==> config.mk <==
export PLATFORM = sky130hd
export DESIGN_NAME = mem_wb_stage
export DESIGN_NICKNAME = d
export VERILOG_FILES = /design/src/rtl/mem_wb_stage_pkg.sv /design/src/rtl/mem_wb_stage_load_align.sv /design/src/rtl/mem_wb_stage.sv
export SDC_FILE = /design/constraint.sdc
export NUM_CORES = 1
export LEC_CHECK = 0
export ABC_CLOCK_PERIOD_IN_PS = 2700
export CORE_MARGIN = 2
export CORE_UTILIZATION = 42
export CTS_BUF_LIST = sky130_fd_sc_hd__clkbuf_8
export DETAILED_ROUTE_END_ITERATION = 12
export GPL_TIMING_DRIVEN = 1
export PLACE_DENSITY = 0.88
export SYNTH_ARGS = -nofsm -noshare
export SYNTH_HDL_FRONTEND = slang
export SYNTH_HIERARCHICAL = 1
export SYNTH_SLANG_ARGS = --single-unit
==> constraint.sdc <==
create_clock -name clk -period 2.7 [get_ports clk]
set_clock_uncertainty 0.1 [all_clocks]
set_input_delay 0.81 -clock clk [delete_from_list [all_inputs] [get_ports clk]]
set_output_delay 0.81 -clock clk [all_outputs]
set_load 0.03 [all_outputs]
==> src/rtl/mem_wb_stage_pkg.sv <==
// Definitions shared by the ID/EX/MEM/WB stages: load opcodes, stall vector
// bit positions and the load-extension helper.
package mem_wb_stage_pkg;

  typedef enum logic [2:0] {
    LD_NONE = 3'd0,
    LD_LB   = 3'd1,
    LD_LBU  = 3'd2,
    LD_LH   = 3'd3,
    LD_LHU  = 3'd4,
    LD_LW   = 3'd5,
    LD_LWL  = 3'd6,
    LD_LWR  = 3'd7
  } ldop_e;

  localparam int unsigned STALL_IF  = 0;
  localparam int unsigned STALL_ID  = 1;
  localparam int unsigned STALL_EX  = 2;
  localparam int unsigned STALL_MEM = 4;
  localparam int unsigned STALL_WB  = 5;

  localparam logic [31:0] ZeroWord = 32'h0000_0000;

  // Extends a 16-bit quantity to 32 bits, sign- or zero-filled.
  function automatic logic [31:0] ext16(input logic [15:0] val, input logic sign_ext);
    return {{16{sign_ext & val[15]}}, val};
  endfunction

  // Extends an 8-bit quantity to 32 bits, sign- or zero-filled.
  function automatic logic [31:0] ext8(input logic [7:0] val, input logic sign_ext);
    return {{24{sign_ext & val[7]}}, val};
  endfunction

endpackage

==> src/rtl/mem_wb_stage_load_align.sv <==
// Load alignment: selects and extends the big-endian bytes of the read word,
// merging with the old rt value for LWL/LWR.
module mem_wb_stage_load_align
  import mem_wb_stage_pkg::*;
#(
  parameter int DATA_W = 32
) (
  input  logic [2:0]        ldop_i,
  input  logic [1:0]        addr_lo_i,
  input  logic [DATA_W-1:0] rt_i,
  input  logic [DATA_W-1:0] rdata_i,
  output logic [DATA_W-1:0] wdata_o
);

  logic [7:0]  byte_s;
  logic [15:0] half_s;

  // Byte and half-word selection; offset 0 is the most significant byte.
  always_comb begin
    byte_s = 8'h00;
    case (addr_lo_i)
      2'd0:    byte_s = rdata_i[31:24];
      2'd1:    byte_s = rdata_i[23:16];
      2'd2:    byte_s = rdata_i[15:8];
      2'd3:    byte_s = rdata_i[7:0];
      default: byte_s = 8'h00;
    endcase
    if (addr_lo_i[1]) begin
      half_s = rdata_i[15:0];
    end else begin
      half_s = rdata_i[31:16];
    end
  end

  // Result decode; reserved codes pass the ALU result through.
  always_comb begin
    wdata_o = rt_i;
    case (ldop_i)
      LD_LB:   wdata_o = ext8(byte_s, 1'b1);
      LD_LBU:  wdata_o = ext8(byte_s, 1'b0);
      LD_LH:   wdata_o = ext16(half_s, 1'b1);
      LD_LHU:  wdata_o = ext16(half_s, 1'b0);
      LD_LW:   wdata_o = rdata_i;
      LD_LWL: begin
        case (addr_lo_i)
          2'd0:    wdata_o = rdata_i;
          2'd1:    wdata_o = {rdata_i[23:0], rt_i[7:0]};
          2'd2:    wdata_o = {rdata_i[15:0], rt_i[15:0]};
          2'd3:    wdata_o = {rdata_i[7:0], rt_i[23:0]};
          default: wdata_o = rdata_i;
        endcase
      end
      LD_LWR: begin
        case (addr_lo_i)
          2'd0:    wdata_o = {rt_i[31:8], rdata_i[31:24]};
          2'd1:    wdata_o = {rt_i[31:16], rdata_i[31:16]};
          2'd2:    wdata_o = {rt_i[31:24], rdata_i[31:8]};
          2'd3:    wdata_o = rdata_i;
          default: wdata_o = rdata_i;
        endcase
      end
      default: wdata_o = rt_i;
    endcase
  end

endmodule

==> src/rtl/mem_wb_stage.sv <==
// MEM->WB pipeline register: captures MEM results, aligns the synchronous
// data-memory read in the WB cycle and drives the regfile and HI/LO ports.
module mem_wb_stage
  import mem_wb_stage_pkg::*;
#(
  parameter int DATA_W = 32,
  parameter int ADDR_W = 5
) (
  input  logic              clk,
  input  logic              rst,
  input  logic [5:0]        stall,
  input  logic              flush,
  input  logic              mem_wreg,
  input  logic [ADDR_W-1:0] mem_wd,
  input  logic [DATA_W-1:0] mem_wdata,
  input  logic [2:0]        mem_ldop,
  input  logic [1:0]        mem_addr_lo,
  input  logic              mem_whilo,
  input  logic [DATA_W-1:0] mem_hi,
  input  logic [DATA_W-1:0] mem_lo,
  input  logic [DATA_W-1:0] dmem_rdata,
  output logic              wb_we,
  output logic [ADDR_W-1:0] wb_waddr,
  output logic [DATA_W-1:0] wb_wdata,
  output logic              wb_whilo,
  output logic [DATA_W-1:0] wb_hi,
  output logic [DATA_W-1:0] wb_lo
);

  logic              wreg_q, wreg_d;
  logic [ADDR_W-1:0] wd_q, wd_d;
  logic [DATA_W-1:0] wdata_q, wdata_d;
  logic [2:0]        ldop_q, ldop_d;
  logic [1:0]        addr_lo_q, addr_lo_d;
  logic              whilo_q, whilo_d;
  logic [DATA_W-1:0] hi_q, hi_d;
  logic [DATA_W-1:0] lo_q, lo_d;

  // Earlier-stage stall bits are carried in the shared vector but not used here.
  logic unused_stall_s;
  assign unused_stall_s = ^stall[3:0];

  // Next-state: flush beats everything, a MEM-only stall drains a bubble into WB.
  always_comb begin
    wreg_d    = wreg_q;
    wd_d      = wd_q;
    wdata_d   = wdata_q;
    ldop_d    = ldop_q;
    addr_lo_d = addr_lo_q;
    whilo_d   = whilo_q;
    hi_d      = hi_q;
    lo_d      = lo_q;
    if (flush || (stall[STALL_MEM] && !stall[STALL_WB])) begin
      wreg_d    = 1'b0;
      wd_d      = '0;
      wdata_d   = '0;
      ldop_d    = LD_NONE;
      addr_lo_d = 2'd0;
      whilo_d   = 1'b0;
      hi_d      = '0;
      lo_d      = '0;
    end else if (!stall[STALL_MEM]) begin
      wreg_d    = mem_wreg;
      wd_d      = mem_wd;
      wdata_d   = mem_wdata;
      ldop_d    = mem_ldop;
      addr_lo_d = mem_addr_lo;
      whilo_d   = mem_whilo;
      hi_d      = mem_hi;
      lo_d      = mem_lo;
    end else begin
      wreg_d    = wreg_q;
    end
  end

  // Stage registers with synchronous reset.
  always_ff @(posedge clk) begin
    if (rst) begin
      wreg_q    <= 1'b0;
      wd_q      <= '0;
      wdata_q   <= '0;
      ldop_q    <= LD_NONE;
      addr_lo_q <= 2'd0;
      whilo_q   <= 1'b0;
      hi_q      <= '0;
      lo_q      <= '0;
    end else begin
      wreg_q    <= wreg_d;
      wd_q      <= wd_d;
      wdata_q   <= wdata_d;
      ldop_q    <= ldop_d;
      addr_lo_q <= addr_lo_d;
      whilo_q   <= whilo_d;
      hi_q      <= hi_d;
      lo_q      <= lo_d;
    end
  end

  mem_wb_stage_load_align #(
    .DATA_W(DATA_W)
  ) u_load_align (
    .ldop_i   (ldop_q),
    .addr_lo_i(addr_lo_q),
    .rt_i     (wdata_q),
    .rdata_i  (dmem_rdata),
    .wdata_o  (wb_wdata)
  );

  assign wb_we    = wreg_q;
  assign wb_waddr = wd_q;
  assign wb_whilo = whilo_q;
  assign wb_hi    = hi_q;
  assign wb_lo    = lo_q;

endmodule

# Word-level counts from Yosys, hierarchy flattened
# Index checks and enable logic that the tools add are counted.
# totals
register_bits	108
latchBits	0
ram_bits	0
rom_bits	0
input_bits	149
out_inout_bits	103
word_cells	28
mem_count	0
# op_classes
n_addsub	0
multipliers	0
div	0
n_lt_le_gt_ge	0
n_eq_ne	10
shifts	0
muxes	5
bitwise	0
reduce_logical	5
# ops
op	n
$pmux 32 s4	2
$pmux 32 s7	1
$pmux 8 s4	1
$mux 16	1
$eq 3x3->1 const B	4
$eq 3x2->1 const B	2
$eq 2x2->1 const B	2
$eq 3x1->1 const B	1
$eq 2x1->1 const B	1
$logic_not 2->1	1
$reduce_or 2->1	1
$logic_and 1x1->1	1
$logic_not 1->1	1
$logic_or 1x1->1	1

# Depth between registers and ports, before layout
# logic_depth
ltp_word	4
ltp_mapped	8

# By module
# Netlist, hierarchy kept.
# by_module_without_submodules
mod	n_inst	cells_per_inst	area_each_um2	seq_area_each_um2
mem_wb_stage	1	481	4625.7	2162.1
mem_wb_stage_load_align	1	256	1980.6	0.0

# Least setup slack after synthesis
# No wires, ideal clock.
# synth_timing
kind	input -> output
startpoint	input port dmem_rdata[7]
endpoint	output port wb_wdata[10]
arrival_time_ps	2011
path_slack_ps	-221
stages	3
path_buffers	0
cell_sequence	mux4_2 > o21a_4 > o32a_1
# synth_via
elab_chain_len	2
# synth_rtl
item	line	rtl
start, declared	mem_wb_stage.sv:21	input logic [DATA_W-1:0] dmem_rdata,
$pmux 8 s4	mem_wb_stage_load_align.sv:21	case (addr_lo_i)
$pmux 32 s7	mem_wb_stage_load_align.sv:38	case (ldop_i)
end, declared	mem_wb_stage.sv:24	output logic [DATA_W-1:0] wb_wdata,
# Every way passes these cells.

# Worst setup path in the final report
# layout_timing
startpoint	input port dmem_rdata[27]
endpoint	output port wb_wdata[3]
# layout_via
elab_chain_len	2
elab_cells_between_ends	3
# layout_rtl
item	line
$pmux 32 s4 / $pmux 8 s4 (equally long branches)	mem_wb_stage_load_align.sv:54, mem_wb_stage_load_align.sv:21
$pmux 32 s7 (*)	mem_wb_stage_load_align.sv:38
# Every way passes the cells marked *; elsewhere a longest branch is shown, timed or not.

==> results.md <==
* CTS tree: built
* Minimum clock period at 3.461 ns
* Dpl hpwl at 16900 µm
* DRT antenna net count at 0
* Least-Margin Pin Slew at 0.5660 ns
* Worst Slack Setup Final at -0.7607 ns
* Pwr/cell area at 359.6 mW/mm²
* Setup violators final at 32
* R2R depth at 5
* CP Depth at 7
* Largest cells by area after synthesis: dfxtp_1 33%, nand2b_1 11%, mux4_2 7.2%
* Final Util at 73.49%
* Placed Cells at 1248
* Leak Pwr at 4.088 nW
* Drt total wl at between 20000 and 30000 µm
* I/O Buffers at 247
* Die Wd at 129.4 µm
* Number of core rows at 45
* Pin count of the biggest net entering global routing at 58
* Crit path top cell by count: buf_6
* Fin. max-slew vios at 0
* Register bit total from synthesis at approximately 110
* Post-synth ARST share at 0%
* CP required at about 1.8 ns
* Synth Cell Area at 0.006606 mm²
* Drt initial violations at 971
* Synthesized Nets at 886
* Leading area contributor after synthesis: dfxtp_1
* P&R area growth vs syn at 69.74%
* Nature of the critical path endpoint: output pin
* Max VDD drop at 287.7 µV
* Reg2reg start: addr_lo_q[0]
* Finished Layout Cells at 1314
* Tcrit/Tclk final at 128.2%
* Vias at approximately 8000
* Initial antenna violation count at 1
* Clock net sink count at between 100 and 150
* CP startpoint kind: input pin
* Mapped Cells at 737
* Chip height at 129.4 µm
* Worst-Skew Late Latency at ~0.39 ns
* Synth Flop Type: dfxtp_1
* Synth warnings at 6
* Status: finished with violations
* DIE AREA at 0.01675 mm²
* RSZ-0062 raised after global routing: yes
* Rel. slew slack at approximately 62%
* Worst-path cell chain: clkdlybuf4s15_1 > buf_6 > mux4_2 > buf_6 > a22oi_2 > o211ai_1 > buf_4
* Slowest stage delay, CP at 0.48 ns
* Crit path max-delay cell type: mux4_2
* Root Buffer: clkbuf_8
* Critical Path End: wb_wdata[3]
* Initial Util at a little over two fifths
* First-pass GRT wire length at 41060 µm
* Layout Nets at 1246
* Netlist cell types at 45
* Failing checks: negative setup slack
* # IOs at 252
* Layout cell share with drive strength beyond 1 at a little under two fifths
* # DRC at 0
* RePlAce Congestion at between 0.9 and 1
* Critical path's top delay family: buffers and inverters
* Grt ovf at 0
* Number of H-tree levels at 3
* Clock Path Buffers at 2
* Most frequent cells in the layout: 181 x clkdlybuf4s50_1, 115 x nand2b_1, 111 x buf_4
* Wire length per cell at 22.29 µm
* Vias per inst at a little over 6
* Cts bufs inserted at 9
* Dpl ws at -1.168 ns
* Tot GR Track Use at 31.70%
* MaxCap Viol Count at 0
* Crit path buf inv count at 4
* Internal reg-to-reg setup slack at 1.56 ns
* Reg-to-Reg End: addr_lo_q[0]
* Fmax at 0.2890 GHz
* Post-synth EDFFs at 0
* Vias in the first global route at 7636
* Seq/Total Area, Yosys at about 33%
* Cts hold-fix bufs at 0
* Syn_area_per_cell at about 9 µm²
* First element of the critical path: dmem_rdata[27]
* Hold Violations, Final at 0
* Crit-path max FO at 4
* Commonest non-fill, non-tap cell in the layout: clkdlybuf4s50_1
* Clock-pin slew on the worst setup and hold paths at 0.10 ns
* CP Class: in -> out
* Worst EP arrival at 2.55 ns
* Pre-Repair DR Iteration Count at 8
* Hold WC Path Type: reg -> reg
* Core area at 0.01526 mm²
* Share of the synthesized area in the top cell type at 32.73%
-- worst register-to-register path, cell delays in order, from the launching register on --
cell,delay (ns)
dfxtp_4,0.38
buf_12,0.13
buf_8,0.12
buf_4,0.11
nand3_2,0.08
a21oi_2,0.17
-- cells by family (layout without fill, tap and decap cells) --
logic type,Yosys count,after routing,share of synthesized area [%]
flip-flops,108,108,32.73
buffers and inverters,88,453,8.238
AND/OR/NAND/NOR,299,299,27.27
other,0,1,0
XOR/XNOR,1,1,0.1326
multiplexers,46,46,11.23
AO/OA/AOI/OAI,195,195,20.40
-- where the power goes --
group / total (W) / internal [W] / switching, W / leakage, nW
logic: 0.00127 / 0.000635 / 0.000638 / 3.10
clock network: 0.00109 / 0.000464 / 0.000623 / 0.106
registers: 0.00167 / 0.00164 / 0.0000347 / 0.882
-- cell usage after synthesis (11+ instances only) --
cell type,count
mux2i_1,22
buf_4,14
a222oi_1,15
inv_1,14
nand3_1,69
a22oi_1,11
a21oi_2,40
o21ai_0,15
clkbuf_1,20
mux4_2,21
a21oi_1,79
nand2b_1,115
nand2_1,43
nor2_1,17
buf_2,25
nand3_2,40
dfxtp_1,108
-- layout make-up --
cell class	count	area, µm²
well taps	211	264.0
diodes	1	2.502
clock buffers	10	137.6
fillers	966	4045
inverters	14	52.55
flip-flops and latches	108	2176
multi-input cells	541	4305
clock inverters	6	70.07
repair buffers	423	4205
-- worst min-delay path by stage --
| stage | from | to | slack, ns | depth (start not counted) |
|---|---|---|---|---|
| 5_1_grt | wb_waddr[0] | wb_waddr[0] | 0.40 | 2 |
| 4_1_cts | wb_waddr[0] | wb_waddr[0] | 0.38 | 2 |
| 6_report | wb_waddr[0] | wb_waddr[0] | 0.38 | 2 |
| 3_5_place_dp | wb_waddr[0] | wb_waddr[0] | 0.37 | 2 |
| 2_1_floorplan | ldop_q[1] | ldop_q[1] | 0.35 | 2 |
| 3_3_place_gp | wb_waddr[0] | wb_waddr[0] | 0.35 | 2 |
-- repair_timing --
action / CTS / global route
endpoints found under the setup margin: 32 / 32
pin swaps: 44 / 38
gates resized for setup: 323 / 41
gates cloned: 1 / 0
setup buffers: 37 / 13
-- layer usage --
layer | global-route usage (%) | vias to the layer above | routed length (µm)
met5 | 0 | - | 0
met4 | 20.37 | 0 | 2053
met3 | 9.992 | 172 | 3617
met2 | 50.59 | 651 | 13430
met1 | 36.92 | 3755 | 10190
li1 | - | 3373 | -
-- metrics by stage --
step | hold WS, ns | TNS [ns] | power, W | cell area, µm²
floorplan | 0.3540 | -2.842 | 0.002264 | 6824
global placement | 0.3521 | -30.92 | 0.002787 | 10130
detailed placement | 0.3667 | -31.59 | 0.002803 | 10130
CTS | 0.3836 | -14.75 | 0.003948 | 10950
global route | 0.4022 | -19.85 | 0.004158 | 11210
finish | 0.3801 | -17.97 | 0.004032 | 11210
-- flip-flops by register name, indices dropped and copies added (netlist names) --
register and count:
wb_waddr 5, wb_lo 32, wb_hi 32, wdata_q 32
wb_whilo 1, ldop_q 3, addr_lo_q 2, wb_we 1
Note: power is estimated with default switching activity, not from simulation.
